File: src/rtl/seq_det_pkg.sv
// Shared constants and elaboration-time helpers for the serial pattern detector.
// Everything here is evaluated at elaboration time. Nothing in this package
// builds runtime logic.
//   prog_w    : width of the progress counter for a given pattern length
//   kmp_next  : KMP automaton transition for (state, bit)
//   kmp_fail  : longest proper prefix of the pattern that is also a suffix
package seq_det_pkg;

    localparam int unsigned MAX_PATTERN_W = 16;

    function automatic int unsigned prog_w(input int unsigned width);
        return $clog2(width + 1);
    endfunction

    // Bit at position pos of the pattern, counted in arrival order (pos 0 = MSB).
    function automatic logic pat_bit(input logic [15:0] pattern, input int unsigned width,
                                     input int unsigned pos);
        logic [15:0] sh;
        sh = pattern >> (width - 1 - pos);
        return sh[0];
    endfunction

    // Longest pattern prefix that is a suffix of (matched prefix of length state, then b).
    function automatic int unsigned kmp_next(input logic [15:0] pattern, input int unsigned width,
                                             input int unsigned state, input logic b);
        int unsigned best;
        int unsigned j;
        logic        ok;
        logic        sb;
        best = 0;
        if (state >= width) return 0;
        for (int unsigned k = 1; k <= state + 1; k++) begin
            ok = 1'b1;
            for (int unsigned i = 0; i < k; i++) begin
                j  = state + 1 - k + i;
                sb = (j == state) ? b : pat_bit(pattern, width, j);
                if (pat_bit(pattern, width, i) != sb) ok = 1'b0;
            end
            if (ok) best = k;
        end
        return best;
    endfunction

    // Restart point after a full match when overlapping detection is enabled.
    function automatic int unsigned kmp_fail(input logic [15:0] pattern, input int unsigned width);
        int unsigned best;
        logic        ok;
        best = 0;
        for (int unsigned k = 1; k < width; k++) begin
            ok = 1'b1;
            for (int unsigned i = 0; i < k; i++) begin
                if (pat_bit(pattern, width, i) != pat_bit(pattern, width, width - k + i)) ok = 1'b0;
            end
            if (ok) best = k;
        end
        return best;
    endfunction

endpackage

File: src/rtl/seq_pattern_detector_if.sv
// Serial source <-> detector bundle.
//   master (bit source): drives x, x_valid, overlap; observes out, match_count, progress
//   slave  (detector)  : the reverse
interface seq_pattern_detector_if #(
    parameter int unsigned PATTERN_W = 4,
    parameter int unsigned CNT_W     = 8
);
    import seq_det_pkg::*;

    localparam int unsigned PROG_W = prog_w(PATTERN_W);

    logic              x;
    logic              x_valid;
    logic              overlap;
    logic              out;
    logic [CNT_W-1:0]  match_count;
    logic [PROG_W-1:0] progress;

    modport master (output x, x_valid, overlap, input out, match_count, progress);
    modport slave  (input x, x_valid, overlap, output out, match_count, progress);

endinterface

File: src/rtl/seq_det_sat_cnt.sv
// Saturating up-counter with synchronous clear and increment enable.
//   clk   : rising-edge clock
//   clear : synchronous active-high clear (wins over inc)
//   inc   : add one unless already at all-ones
//   count : registered count value
module seq_det_sat_cnt #(
    parameter int unsigned W = 8
) (
    input  logic         clk,
    input  logic         clear,
    input  logic         inc,
    output logic [W-1:0] count
);

    always_ff @(posedge clk) begin
        if (clear) begin
            count <= '0;
        end else if (inc && (count != {W{1'b1}})) begin
            count <= count + W'(1);
        end
    end

endmodule

File: src/rtl/seq_pattern_detector.sv
// Parametrised serial bit-pattern detector (KMP automaton, Mealy-style match
// registered into a one-cycle pulse).
//   clk   : rising-edge clock
//   clear : synchronous active-high reset, priority over everything
//   bus   : slave side of seq_pattern_detector_if
//           x/x_valid serial input, overlap mode select,
//           out match pulse, match_count, progress (matched-prefix length)
// Optional feature: define SEQ_DET_MATCH_CNT_EN to build the match counter;
// otherwise match_count is tied to zero.
module seq_pattern_detector
    import seq_det_pkg::*;
#(
    parameter int unsigned          PATTERN_W = 4,
    parameter logic [PATTERN_W-1:0] PATTERN   = 4'b1001,
    parameter int unsigned          CNT_W     = 8
) (
    input  logic                  clk,
    input  logic                  clear,
    seq_pattern_detector_if.slave bus
);

    localparam int unsigned PROG_W = prog_w(PATTERN_W);
    localparam int unsigned DEPTH  = 2 ** PROG_W;
    localparam int unsigned FAIL_P = kmp_fail(16'(PATTERN), PATTERN_W);

    if ((PATTERN_W < 1) || (PATTERN_W > MAX_PATTERN_W)) begin : g_bad_width
        $error("seq_pattern_detector: PATTERN_W must be in 1..16");
    end

    // Constant transition table; rows past PATTERN_W-1 are unreachable and hold 0.
    logic [PROG_W-1:0] nxt_tbl [DEPTH][2];

    for (genvar s = 0; s < DEPTH; s++) begin : g_row
        for (genvar b = 0; b < 2; b++) begin : g_col
            localparam int unsigned N = kmp_next(16'(PATTERN), PATTERN_W, s, 1'(b));
            assign nxt_tbl[s][b] = PROG_W'(N);
        end
    end

    logic [PROG_W-1:0] p;
    logic              out_q;
    logic              last_bit;
    logic              hit;
    logic [PROG_W-1:0] p_nxt;

    // A completing sample: last pattern position reached and the final bit matches.
    assign last_bit = (p == PROG_W'(PATTERN_W - 1));
    assign hit      = bus.x_valid && last_bit && (bus.x == PATTERN[0]);
    assign p_nxt    = hit ? (bus.overlap ? PROG_W'(FAIL_P) : '0) : nxt_tbl[p][bus.x];

    // Progress state and registered match pulse.
    always_ff @(posedge clk) begin
        if (clear) begin
            p     <= '0;
            out_q <= 1'b0;
        end else begin
            out_q <= hit;
            if (bus.x_valid) begin
                p <= p_nxt;
            end
        end
    end

    assign bus.out      = out_q;
    assign bus.progress = p;

`ifdef SEQ_DET_MATCH_CNT_EN
    seq_det_sat_cnt #(.W(CNT_W)) u_cnt (
        .clk   (clk),
        .clear (clear),
        .inc   (hit),
        .count (bus.match_count)
    );
`else
    assign bus.match_count = '0;
`endif

endmodule

File: src/flat_wrapper.sv
// flat-port wrapper written by rule: the top's interface ports become plain ports
module seq_pattern_detector_flat import seq_det_pkg::*;
#(
    parameter int unsigned          PATTERN_W = 4,
    parameter logic [PATTERN_W-1:0] PATTERN   = 4'b1001,
    parameter int unsigned          CNT_W     = 8
)
  (clk, clear, bus_x, bus_x_valid, bus_overlap, bus_out, bus_match_count, bus_progress);
  seq_pattern_detector_if #(.PATTERN_W(PATTERN_W), .CNT_W(CNT_W)) bus_i ();
  input  logic clk;
  input  logic clear;
  input wire logic [$bits(bus_i.x)-1:0] bus_x;
  input wire logic [$bits(bus_i.x_valid)-1:0] bus_x_valid;
  input wire logic [$bits(bus_i.overlap)-1:0] bus_overlap;
  output wire logic [$bits(bus_i.out)-1:0] bus_out;
  output wire logic [$bits(bus_i.match_count)-1:0] bus_match_count;
  output wire logic [$bits(bus_i.progress)-1:0] bus_progress;
  assign bus_i.x = bus_x;
  assign bus_i.x_valid = bus_x_valid;
  assign bus_i.overlap = bus_overlap;
  assign bus_out = bus_i.out;
  assign bus_match_count = bus_i.match_count;
  assign bus_progress = bus_i.progress;
  seq_pattern_detector #(.PATTERN_W(PATTERN_W), .PATTERN(PATTERN), .CNT_W(CNT_W)) u_core (.clk(clk), .clear(clear), .bus(bus_i));
endmodule
File: config.mk
export PLATFORM = sky130hd
export DESIGN_NAME = seq_pattern_detector_flat
export DESIGN_NICKNAME = d
export VERILOG_FILES = /design/src/rtl/seq_det_pkg.sv /design/src/rtl/seq_pattern_detector_if.sv /design/src/rtl/seq_det_sat_cnt.sv /design/src/rtl/seq_pattern_detector.sv /design/src/flat_wrapper.sv
export SDC_FILE = /design/constraint.sdc
export NUM_CORES = 1
export LEC_CHECK = 0
export ABC_CLOCK_PERIOD_IN_PS = 2500
export CORE_AREA = 2 2 39 41
export CTS_BUF_LIST = sky130_fd_sc_hd__clkbuf_2 sky130_fd_sc_hd__clkbuf_4 sky130_fd_sc_hd__clkbuf_8
export CTS_CLUSTER_DIAMETER = 120
export DETAILED_ROUTE_END_ITERATION = 16
export DIE_AREA = 0 0 41 43
export PLACE_DENSITY = 0.56
export SLEW_MARGIN = 40
export SYNTH_ARGS = -nofsm -noshare
export SYNTH_HDL_FRONTEND = slang
export SYNTH_SLANG_ARGS = --single-unit
File: constraint.sdc
create_clock -name clk -period 2.5 [get_ports clk]
set_clock_uncertainty 0.1 [all_clocks]
set_input_delay 0.5 -clock clk [delete_from_list [all_inputs] [get_ports clk]]
set_output_delay 0.5 -clock clk [all_outputs]
set_load 0.05 [all_outputs]
# Word level (Yosys, flattened, before mapping)
# Memories as Yosys holds them, arrays and structs flattened.
# Cells that the tools add are included.
[word_totals]
regBits = 4
latchBits = 0
mem_bits_rw = 0
mem_bits_ro = 48
input_bits = 5
output_inout_bits = 12
elab_cells = 17
n_memories = 1
[op_classes]
addsub = 0
mul = 0
div_mod_pow = 0
magnitude_cmp = 2
eq_ne = 1
n_shift = 0
mux = 7
bitwise = 2
reduce_logical = 2
[mem_list]
columns = ["memory", "words", "word_bits", "read_ports", "rd_clocked_by_memory_dff", "wr", "line_no", "source"]
rows = [
  ["(name not given)", 8, 6, 1, 0, 0, "seq_pattern_detector.sv:49", "assign p_nxt = hit ? (bus.overlap ? PROG_W'(FAIL_P) : '0) : nxt_tbl[p][bus.x];"],
]
[op_table]
columns = ["op", "count"]
rows = [
  ["$mux W3", 4],
  ["$mux W6", 2],
  ["$ge A4 B4 Y1 const B", 1],
  ["$not A3 Y4", 1],
  ["$eq A3 B2 Y1 const B", 1],
  ["$ge A2 B2 Y1 const B", 1],
  ["$logic_and A1 B1 Y1", 2],
  ["$not A1 Y2", 1],
  ["$mux W1", 1],
]

# Longest topological paths before layout
# Gate-level depths: netlist of the first run.
[depth]
ltp_word = 8
mapped_depth = 5
depth_no_buf = 5

# Worst setup path after synthesis of the first run
# Ideal clock, no wire load.
[synth_timing]
path_kind = "reg-to-reg"
start = "register u_core.p[0], in the netlist u_core.bus.progress[0]"
end = "register u_core.p[1], in the netlist u_core.bus.progress[1]"
setup_ps = 66
t_arrival_ps = 1345
required_time_ps = 2334
slack_ps = 990
stages_incl_launch_ff = 6
path_buffers = 0
period_less_slack_ps = 1510
cell_sequence = "dfxtp_1 > inv_1 > ha_1 > nor3_1 > mux2i_1 > nor2_1"
[synth_via]
elab_chain_cells = 8
elab_cells_between_ends = 11
classes_between = "eq/ne: 1; mux: 6; bitwise: 1; reduce/logical: 2; memory: 1"
[synth_rtl]
columns = ["item", "line_no", "source"]
rows = [
  ["start: declaration", "seq_pattern_detector.sv:40", "logic [PROG_W-1:0] p;"],
  ["start signal: assignment", "seq_pattern_detector.sv:59", "p <= p_nxt;"],
  ["$not A3 Y4 (implied by the code)", "seq_pattern_detector.sv:49", ""],
  ["$mem_v2 Z8 W6", "-", ""],
  ["$mux W6 (implied by the code) (2 in a row)", "seq_pattern_detector.sv:49", ""],
  ["$mux W3 (implied by the code) (3 in a row)", "seq_pattern_detector.sv:49", ""],
  ["$mux W3 (*)", "seq_pattern_detector.sv:49", ""],
]
# Mark *: on every way between the ends. The rest lies on a longest branch, timed or not. The select of a mux whose other input is x is not followed.
# A chain may end at the register's enable or synchronous reset.

# Worst setup path after layout of the first run
[layout_timing]
start = "register u_core.p[1], in the netlist u_core.bus.progress[1]"
end = "output bus_progress[1]"
[layout_rtl]
columns = ["item", "line_no", "source"]
rows = [
  ["end: declaration", "flat_wrapper.sv:17", "output wire logic [$bits(bus_i.progress)-1:0] bus_progress;"],
]
# No word-level cell between the ends.

==> impl_metrics.yaml, run 1 <==
outcome:
  status: "finished clean"
cells_and_area:
  syn_to_final_growth_pct: 33.2
  nets: 50
  post-route-cell-area_um2: 357
  final_layout_size_suffix_gt1_frac: 0.125
  postLayoutCoreUtil: 0.258
  mostFrequentLayoutCells: "8 x sky130_fd_sc_hd__conb_1, 8 x sky130_fd_sc_hd__clkdlybuf4s50_1, 4 x sky130_fd_sc_hd__nor2_1, 4 x sky130_fd_sc_hd__dfxtp_1"
  number_of_antenna_repair_diodes: 0
  n_fill_cell: 155
worst_setup_path:
  critical-path-top-delay-family: "buffers and inverters"
  count_of_buffering_cells_on_the_critical_path_with_inverters_included: 1
  crit_path_start_kind: "flip-flop"
  critical_path.slowest_cell: "sky130_fd_sc_hd__clkdlybuf4s50_1"
  path_max_fanout: 5
  cp-end-kind: "output port"
  cell_by_cell_listing_of_the_critical_path: "clkdlybuf4s50_1"
  largest_stage_delay_on_the_critical_path_ns: 0.84
  timing.critical_path.arrival_ns: 1.49
  timing_worst_setup_path_type: "flip-flop to output port"
  required_ns: 1.90
drt:
  post-route-drc-count: 0
  wl_um: 430
  antenna_violating_nets_post_route: 0
  firstDrtPassIters: 2
  avgViaCountPerCell: 3.64
  initialDrtViolationCount: 1
  post_drt_wl_per_cell_um: 7.68
  routed-via-count: 204
clock_network:
  cts_setup_buffers: 0
  postCtsHoldBufs: 0
  clock_insertion_delay_worst_skew_ns: 0.23
  cts.clk_slew.worst_paths_ns: 0.04
  ctsLongestPathBuffers: 2
  tritoncts: "built"
  sinks_on_the_clock_net: 4
  total_clock_buffers_created_by_cts: 3
  post_cts_resize_count: 0
  clock-root-buffer: "sky130_fd_sc_hd__clkbuf_4"
  cts_max_level: 1
sta:
  final-max-slew-violation-count: 0
  hold_violations: 0
  final_min_period_over_clock_period: 0.836
  rsz_0062_raised_after_global_routing: "no"
  holdWs_ns: 0.404
  tns_ns: 0
  max_slew_margin: 0.666
  max_slew.worst_pin.slew_ns: 0.499
  setup-violations-final: 0
  timing.fmax_mhz: 479
  worst_slack_ns: 0.411
  fin_crit_ns: 2.09
global_routing:
  antenna_found_initial: 0
  globalRoute.totalOverflow: 0
  grt_max_degree: 6
  grt_pass1_wl_um: 731
  grt_pass1_vias: 193
  grt_use_total: 0.0682
floorplan:
  floorplan.die.width_um: 41
  core-area_um2: 1380
  std_cell_rows: 14
  die_height_um: 43
  initial_core_util: 0.193
  io_pins: 17
  die_area_um2: 1760
synthesis:
  ys_seq_elements: 4
  yosysWarnings: 0
  netlist_cell_types: 14
  post_synth.cell_area_avg_um2: 8.93
  netlist_area_um2: 268
  post_synth_inst_count: 30
  yosysSeqAreaShare: 0.299
power_and_ir_drop:
  leakage_uw: 0.000162
  worst_ir_drop_vdd_mv: 0.143
  power_dens_cells_nw_per_um2: 562
hold_path:
  timing.hold.worst.class: "flip-flop to flip-flop"
place:
  final_estimated_routing_congestion_in_global_placement: 0.672
  pre_cts_slack_ns: 0.661
  dp_hpwl_um: 344
  place.port_buffers: 8
  post_dp_cell_area_um2: 334
run:
  timing.max_cap.violations: 0
[cell usage after synthesis]
master                    count  area (um2)
sky130_fd_sc_hd__buf_4        8        60.1
sky130_fd_sc_hd__conb_1       1        3.75
sky130_fd_sc_hd__dfxtp_1      4        80.1
sky130_fd_sc_hd__ha_1         3        37.5
sky130_fd_sc_hd__inv_1        1        3.75
sky130_fd_sc_hd__mux2i_1      1        10.0
sky130_fd_sc_hd__nand2_1      1        3.75
sky130_fd_sc_hd__nand2_2      1        6.26
sky130_fd_sc_hd__nor2_1       4        15.0
sky130_fd_sc_hd__nor3_1       1        5.00
sky130_fd_sc_hd__nor3b_1      1        7.51
sky130_fd_sc_hd__nor4b_2      1        15.0
sky130_fd_sc_hd__o211a_1      1        10.0
sky130_fd_sc_hd__o21ai_0      2        10.0
[per-stage QoR]
stage          std cells  total power [uW]
2_1_floorplan         37               118
3_3_place_gp          53               121
3_5_place_dp          53               121
4_1_cts               56               205
5_1_grt               56               212
6_report              56               200
[cell families (layout without fill, tap and decap cells)]
family | count (synthesis) | in the layout | synth area share
other cells | 1 | 8 | 0.0140
compound gates | 3 | 3 | 0.0748
simple gates | 9 | 9 | 0.196
mux | 1 | 1 | 0.0374
fa+ha+maj | 3 | 3 | 0.140
buf+inv | 9 | 12 | 0.238
flops | 4 | 4 | 0.299
[state kept, by name, summed over array words and instances (netlist names)]
| signal | cells |
|---|---|
| u_core.bus.progress | 3 |
| u_core.bus.out | 1 |
[layer usage]
layer / global-route usage / up-vias / part of all wire
met1: 0.0705 / 87 / 0.43
met5: 0 / - / 0
li1: - / 103 / -
met2: 0.0750 / 14 / 0.46
met3: 0.0366 / 0 / 0.11
met4: 0.100 / 0 / 0
[final cells by class]
class / instances / area [um2] / area share
Multi-Input combinational cell: 24 / 150 / 0.421
Sequential cell: 4 / 80.1 / 0.225
Timing Repair Buffer: 8 / 80.1 / 0.225
Clock buffer: 3 / 22.5 / 0.0632
Tap cell: 16 / 20.0 / 0.0561
Inverter: 1 / 3.75 / 0.0105
[worst paths after layout]
kind / end / cells past startpoint / slack (ns) / from
setup / recovery: bus_progress[1] / 1 / 0.41 / u_core.bus.progress[1]
hold / removal: u_core.bus.out / 1 / 0.40 / u_core.bus.progress[2]
setup reg to reg: u_core.bus.progress[1] / 5 / 1.30 / u_core.bus.progress[0]
hold reg to reg: u_core.bus.out / 1 / 0.40 / u_core.bus.progress[2]
[power breakdown]
group          leakage (uW)  internal [uW]  switching (uW)
logic              0.000115           12.3            39.7
registers         0.0000325           66.0            2.35
clock network     0.0000138           53.7            26.3
No activity file was read; power rests on OpenSTA's default activity.
==> run 2, diff against run 1 <==
Settings changed: ABC_CLOCK_PERIOD_IN_PS 2500 to 1790, PLACE_DENSITY 0.56 to 0.58.
Clock period 2.5 ns to 1.79 ns, I/O delays scaled along.
==> impl_metrics.yaml, run 2 (synthesis results as in run 1) <==
clock_network:
  cts.clk_slew.worst_paths_ns: 0.04
  clock_insertion_delay_worst_skew_ns: 0.23
  cts_max_level: 1
  tritoncts: "built"
  postCtsHoldBufs: 0
  clock-root-buffer: "sky130_fd_sc_hd__clkbuf_4"
  cts_setup_buffers: 0
  post_cts_resize_count: 0
  ctsLongestPathBuffers: 2
  sinks_on_the_clock_net: 4
  total_clock_buffers_created_by_cts: 3
worst_setup_path:
  worst_r2r_path_depth: 5
  total_number_of_cells_along_the_worst_setup_path: 1
  critical_path.slowest_cell: "sky130_fd_sc_hd__dfxtp_1"
  required_ns: 1.33
  cp-end-kind: "output port"
  timing.critical_path.arrival_ns: 0.88
  timing.rr.end: "u_core.bus.progress[1]"
  path_max_fanout: 5
  cell_by_cell_listing_of_the_critical_path: "buf_4"
  timing_worst_setup_path_type: "flip-flop to output port"
  r2r-start: "u_core.bus.progress[0]"
  critical_path.startpoint: "u_core.bus.progress[1]"
  r2r_setup_slack_ns: 0.57
  crit_path_start_kind: "flip-flop"
  count_of_buffering_cells_on_the_critical_path_with_inverters_included: 1
  largest_stage_delay_on_the_critical_path_ns: 0.41
  critical-path-top-delay-family: "flip-flops"
cells_and_area:
  largest_register_ffs: 3
  number_of_antenna_repair_diodes: 0
  mostFrequentLayoutCells: "8 x sky130_fd_sc_hd__conb_1, 4 x sky130_fd_sc_hd__nor2_1, 4 x sky130_fd_sc_hd__clkdlybuf4s50_1, 4 x sky130_fd_sc_hd__buf_4, 4 x sky130_fd_sc_hd__dfxtp_1"
  n_fill_cell: 154
  final_layout_size_suffix_gt1_frac: 0.225
  postLayoutCoreUtil: 0.250
  layout_commonest_cell: "sky130_fd_sc_hd__conb_1"
  nets: 50
  syn_to_final_growth_pct: 29.4
hold_path:
  hold_path_depth: 1
  timing.hold.worst.class: "flip-flop to flip-flop"
  min-delay-start: "u_core.bus.progress[2]"
  min_delay_endpoint: "u_core.bus.out"
place:
  pre_cts_slack_ns: 0.346
  dp_hpwl_um: 342
  place.port_buffers: 8
  final_estimated_routing_congestion_in_global_placement: 0.687
drt:
  initialDrtViolationCount: 3
  routed-via-count: 206
  firstDrtPassIters: 2
  wl_um: 436
  antenna_violating_nets_post_route: 0
  post-route-drc-count: 0
  post_drt_wl_per_cell_um: 7.79
  avgViaCountPerCell: 3.68
global_routing:
  globalRoute.totalOverflow: 0
  antenna_found_initial: 0
  grt_use_total: 0.0683
  grt_pass1_wl_um: 703
  grt_pass1_vias: 174
  grt_max_degree: 6
outcome:
  status: "finished clean"
floorplan:
  initial_core_util: 0.193
  std_cell_rows: 14
  die_area_um2: 1760
  core-area_um2: 1380
  io_pins: 17
  floorplan.die.width_um: 41
  die_height_um: 43
sta:
  rsz_0062_raised_after_global_routing: "no"
  final-max-slew-violation-count: 0
  timing.fmax_mhz: 748
  worst_slack_ns: 0.453
  setup-violations-final: 0
  holdWs_ns: 0.399
  fin_crit_ns: 1.34
  hold_violations: 0
  tns_ns: 0
  final_min_period_over_clock_period: 0.747
power_and_ir_drop:
  leakage_uw: 0.000169
  power_dens_cells_nw_per_um2: 807
  worst_ir_drop_vdd_mv: 0.449
run:
  timing.max_cap.violations: 0
==> run 2: changes by cell type in the layout (fill, tap and decap cells not counted), sizes merged <==
cell	before	now
buf	0	4
clkdlybuf4s50	8	4
==> run 2: stage by stage <==
step                cells  total power, uW  area, um2
global route           56              304        347
CTS                    56              286        347
finish                 56              280        347
floorplan              37              165        294
detailed placement     53              169        324
global placement       53              168        324
==> run 2: area by class of cell <==
class                           count  area, um2  area share
Multi-Input combinational cell     24        150       0.433
Timing Repair Buffer                8       70.1       0.202
Clock buffer                        3       22.5      0.0650
Sequential cell                     4       80.1       0.231
Tap cell                           16       20.0      0.0578
Inverter                            1       3.75      0.0108
==> run 2: worst max-delay path by stage <==
stage	end
after floorplan	u_core.bus.progress[1]
after global placement	u_core.bus.out
after detailed placement	u_core.bus.progress[0]
after CTS	bus_progress[1]
after global routing	bus_progress[1]
final	bus_progress[1]
==> run 2: power by group <==
group / internal (uW) / switching [uW] / total, uW
sequential: 92.2 / 3.54 / 95.7
combinational: 16.4 / 55.5 / 72.0
clock: 75.0 / 37.0 / 112
total: 184 / 96.0 / 280
==> run 2: metal layers <==
| metal | up-vias | wire, um | track usage |
|---|---|---|---|
| met5 | - | 0 | 0 |
| met4 | 0 | 0 | 0.0200 |
| met3 | 0 | 85 | 0.0942 |
| met2 | 15 | 161 | 0.0844 |
| met1 | 86 | 189 | 0.0643 |
| li1 | 105 | - | - |
==> run 3, diff against run 2 <==
Settings changed: ABC_CLOCK_PERIOD_IN_PS 1790 to 1300, PLACE_DENSITY 0.58 to 0.56.
Clock period 1.79 ns to 1.3 ns, I/O delays scaled along.
==> impl_metrics.yaml, run 3 (synthesis results as in run 1) <==
outcome:
  status: "finished clean"
clock_network:
  ctsLongestPathBuffers: 2
  postCtsHoldBufs: 0
  cts_setup_buffers: 0
  cts_max_level: 1
  sinks_on_the_clock_net: 4
  tritoncts: "built"
  clock-root-buffer: "sky130_fd_sc_hd__clkbuf_4"
  cts.clk_slew.worst_paths_ns: 0.04
  post_cts_resize_count: 0
  clock_insertion_delay_worst_skew_ns: 0.24
  total_clock_buffers_created_by_cts: 3
cells_and_area:
  nets: 50
  final_layout_size_suffix_gt1_frac: 0.293
  largest_register_ffs: 3
  number_of_antenna_repair_diodes: 0
  post-route-cell-area_um2: 409
  layout_commonest_cell: "sky130_fd_sc_hd__conb_1"
  syn_to_final_growth_pct: 52.8
  mostFrequentLayoutCells: "8 x sky130_fd_sc_hd__conb_1, 4 x sky130_fd_sc_hd__nor2_1, 4 x sky130_fd_sc_hd__clkbuf_4, 4 x sky130_fd_sc_hd__clkdlybuf4s50_1, 4 x sky130_fd_sc_hd__buf_12"
place:
  post_dp_cell_area_um2: 379
  dp_hpwl_um: 343
  final_estimated_routing_congestion_in_global_placement: 0.654
  place.port_buffers: 8
sta:
  final-max-slew-violation-count: 0
  hold_violations: 0
  final_min_period_over_clock_period: 0.926
  tns_ns: 0
  timing.fmax_mhz: 831
  holdWs_ns: 0.463
  fin_crit_ns: 1.20
  setup-violations-final: 0
  rsz_0062_raised_after_global_routing: "no"
drt:
  wl_um: 449
  antenna_violating_nets_post_route: 0
  post-route-drc-count: 0
  firstDrtPassIters: 2
  post_drt_wl_per_cell_um: 7.88
  routed-via-count: 201
  initialDrtViolationCount: 2
  avgViaCountPerCell: 3.53
floorplan:
  std_cell_rows: 14
  io_pins: 17
  core-area_um2: 1380
  die_area_um2: 1760
  initial_core_util: 0.193
  die_height_um: 43
  floorplan.die.width_um: 41
worst_setup_path:
  worst_r2r_path_depth: 5
  cp-end-kind: "output port"
  count_of_buffering_cells_on_the_critical_path_with_inverters_included: 1
  timing.critical_path.arrival_ns: 0.84
  largest_stage_delay_on_the_critical_path_ns: 0.44
  timing_worst_setup_path_type: "flip-flop to output port"
  total_number_of_cells_along_the_worst_setup_path: 1
  required_ns: 0.94
  path_max_fanout: 5
  cell_by_cell_listing_of_the_critical_path: "buf_12"
  critical-path-top-delay-family: "flip-flops"
  critical_path.slowest_cell: "sky130_fd_sc_hd__dfxtp_1"
  crit_path_start_kind: "flip-flop"
power_and_ir_drop:
  leakage_uw: 0.000187
  power_dens_cells_nw_per_um2: 1050
  worst_ir_drop_vdd_mv: 0.653
hold_path:
  timing.hold.worst.class: "flip-flop to flip-flop"
  hold_path_depth: 1
global_routing:
  grt_use_total: 0.0653
  grt_pass1_vias: 174
  grt_pass1_wl_um: 724
  grt_max_degree: 6
  globalRoute.totalOverflow: 0
  antenna_found_initial: 0
run:
  timing.max_cap.violations: 0
==> run 3: cell types whose count changed in the layout (fill, tap and decap cells not counted), sizes merged <==
cell    previous run  this run
clkbuf             3         4
==> run 3: layer usage <==
layer  GRT usage  share of wire  vias up  wire length [um]
li1            -              -      105                 -
met1      0.0836           0.51       83               229
met2      0.0719           0.38       13               171
met3      0.0681           0.10        0                47
met4      0.0200              0        0                 0
met5           0              0        -                 0
==> run 3: metrics by stage <==
| stage | power [uW] | utilization | std cells | worst slack [ns] |
|---|---|---|---|---|
| floorplan | 227 | - | 37 | 0.0630 |
| finish | 428 | 0.296 | 57 | 0.0966 |
| CTS | 439 | 0.296 | 57 | 0.0781 |
| detailed placement | 242 | 0.274 | 53 | -0.0551 |
| global route | 456 | 0.296 | 57 | 0.0112 |
| global placement | 242 | 0.274 | 53 | -0.0571 |
==> run 3: cell type report <==
cell class                 count  area (um2)
multi-input combinational     24         150
tap                           16        20.0
inverter                       1        3.75
sequential                     4        85.1
timing repair buffer           8         120
fill                         154         975
clock buffer                   4        30.0
==> run 3: power by group <==
| group | switching [uW] | leakage [uW] | internal, uW |
|---|---|---|---|
| combinational | 76.2 | 0.000135 | 30.8 |
| clock | 51.4 | 0.0000184 | 136 |
| sequential | 6.93 | 0.0000336 | 127 |
==> run 3: worst paths after layout <==
path | from | end | slack [ns]
setup / recovery | u_core.bus.progress[2] | bus_progress[2] | 0.1
hold / removal | u_core.bus.progress[2] | u_core.bus.out | 0.46
setup reg to reg | u_core.bus.progress[0] | u_core.bus.progress[1] | 0.11
hold reg to reg | u_core.bus.progress[2] | u_core.bus.out | 0.46
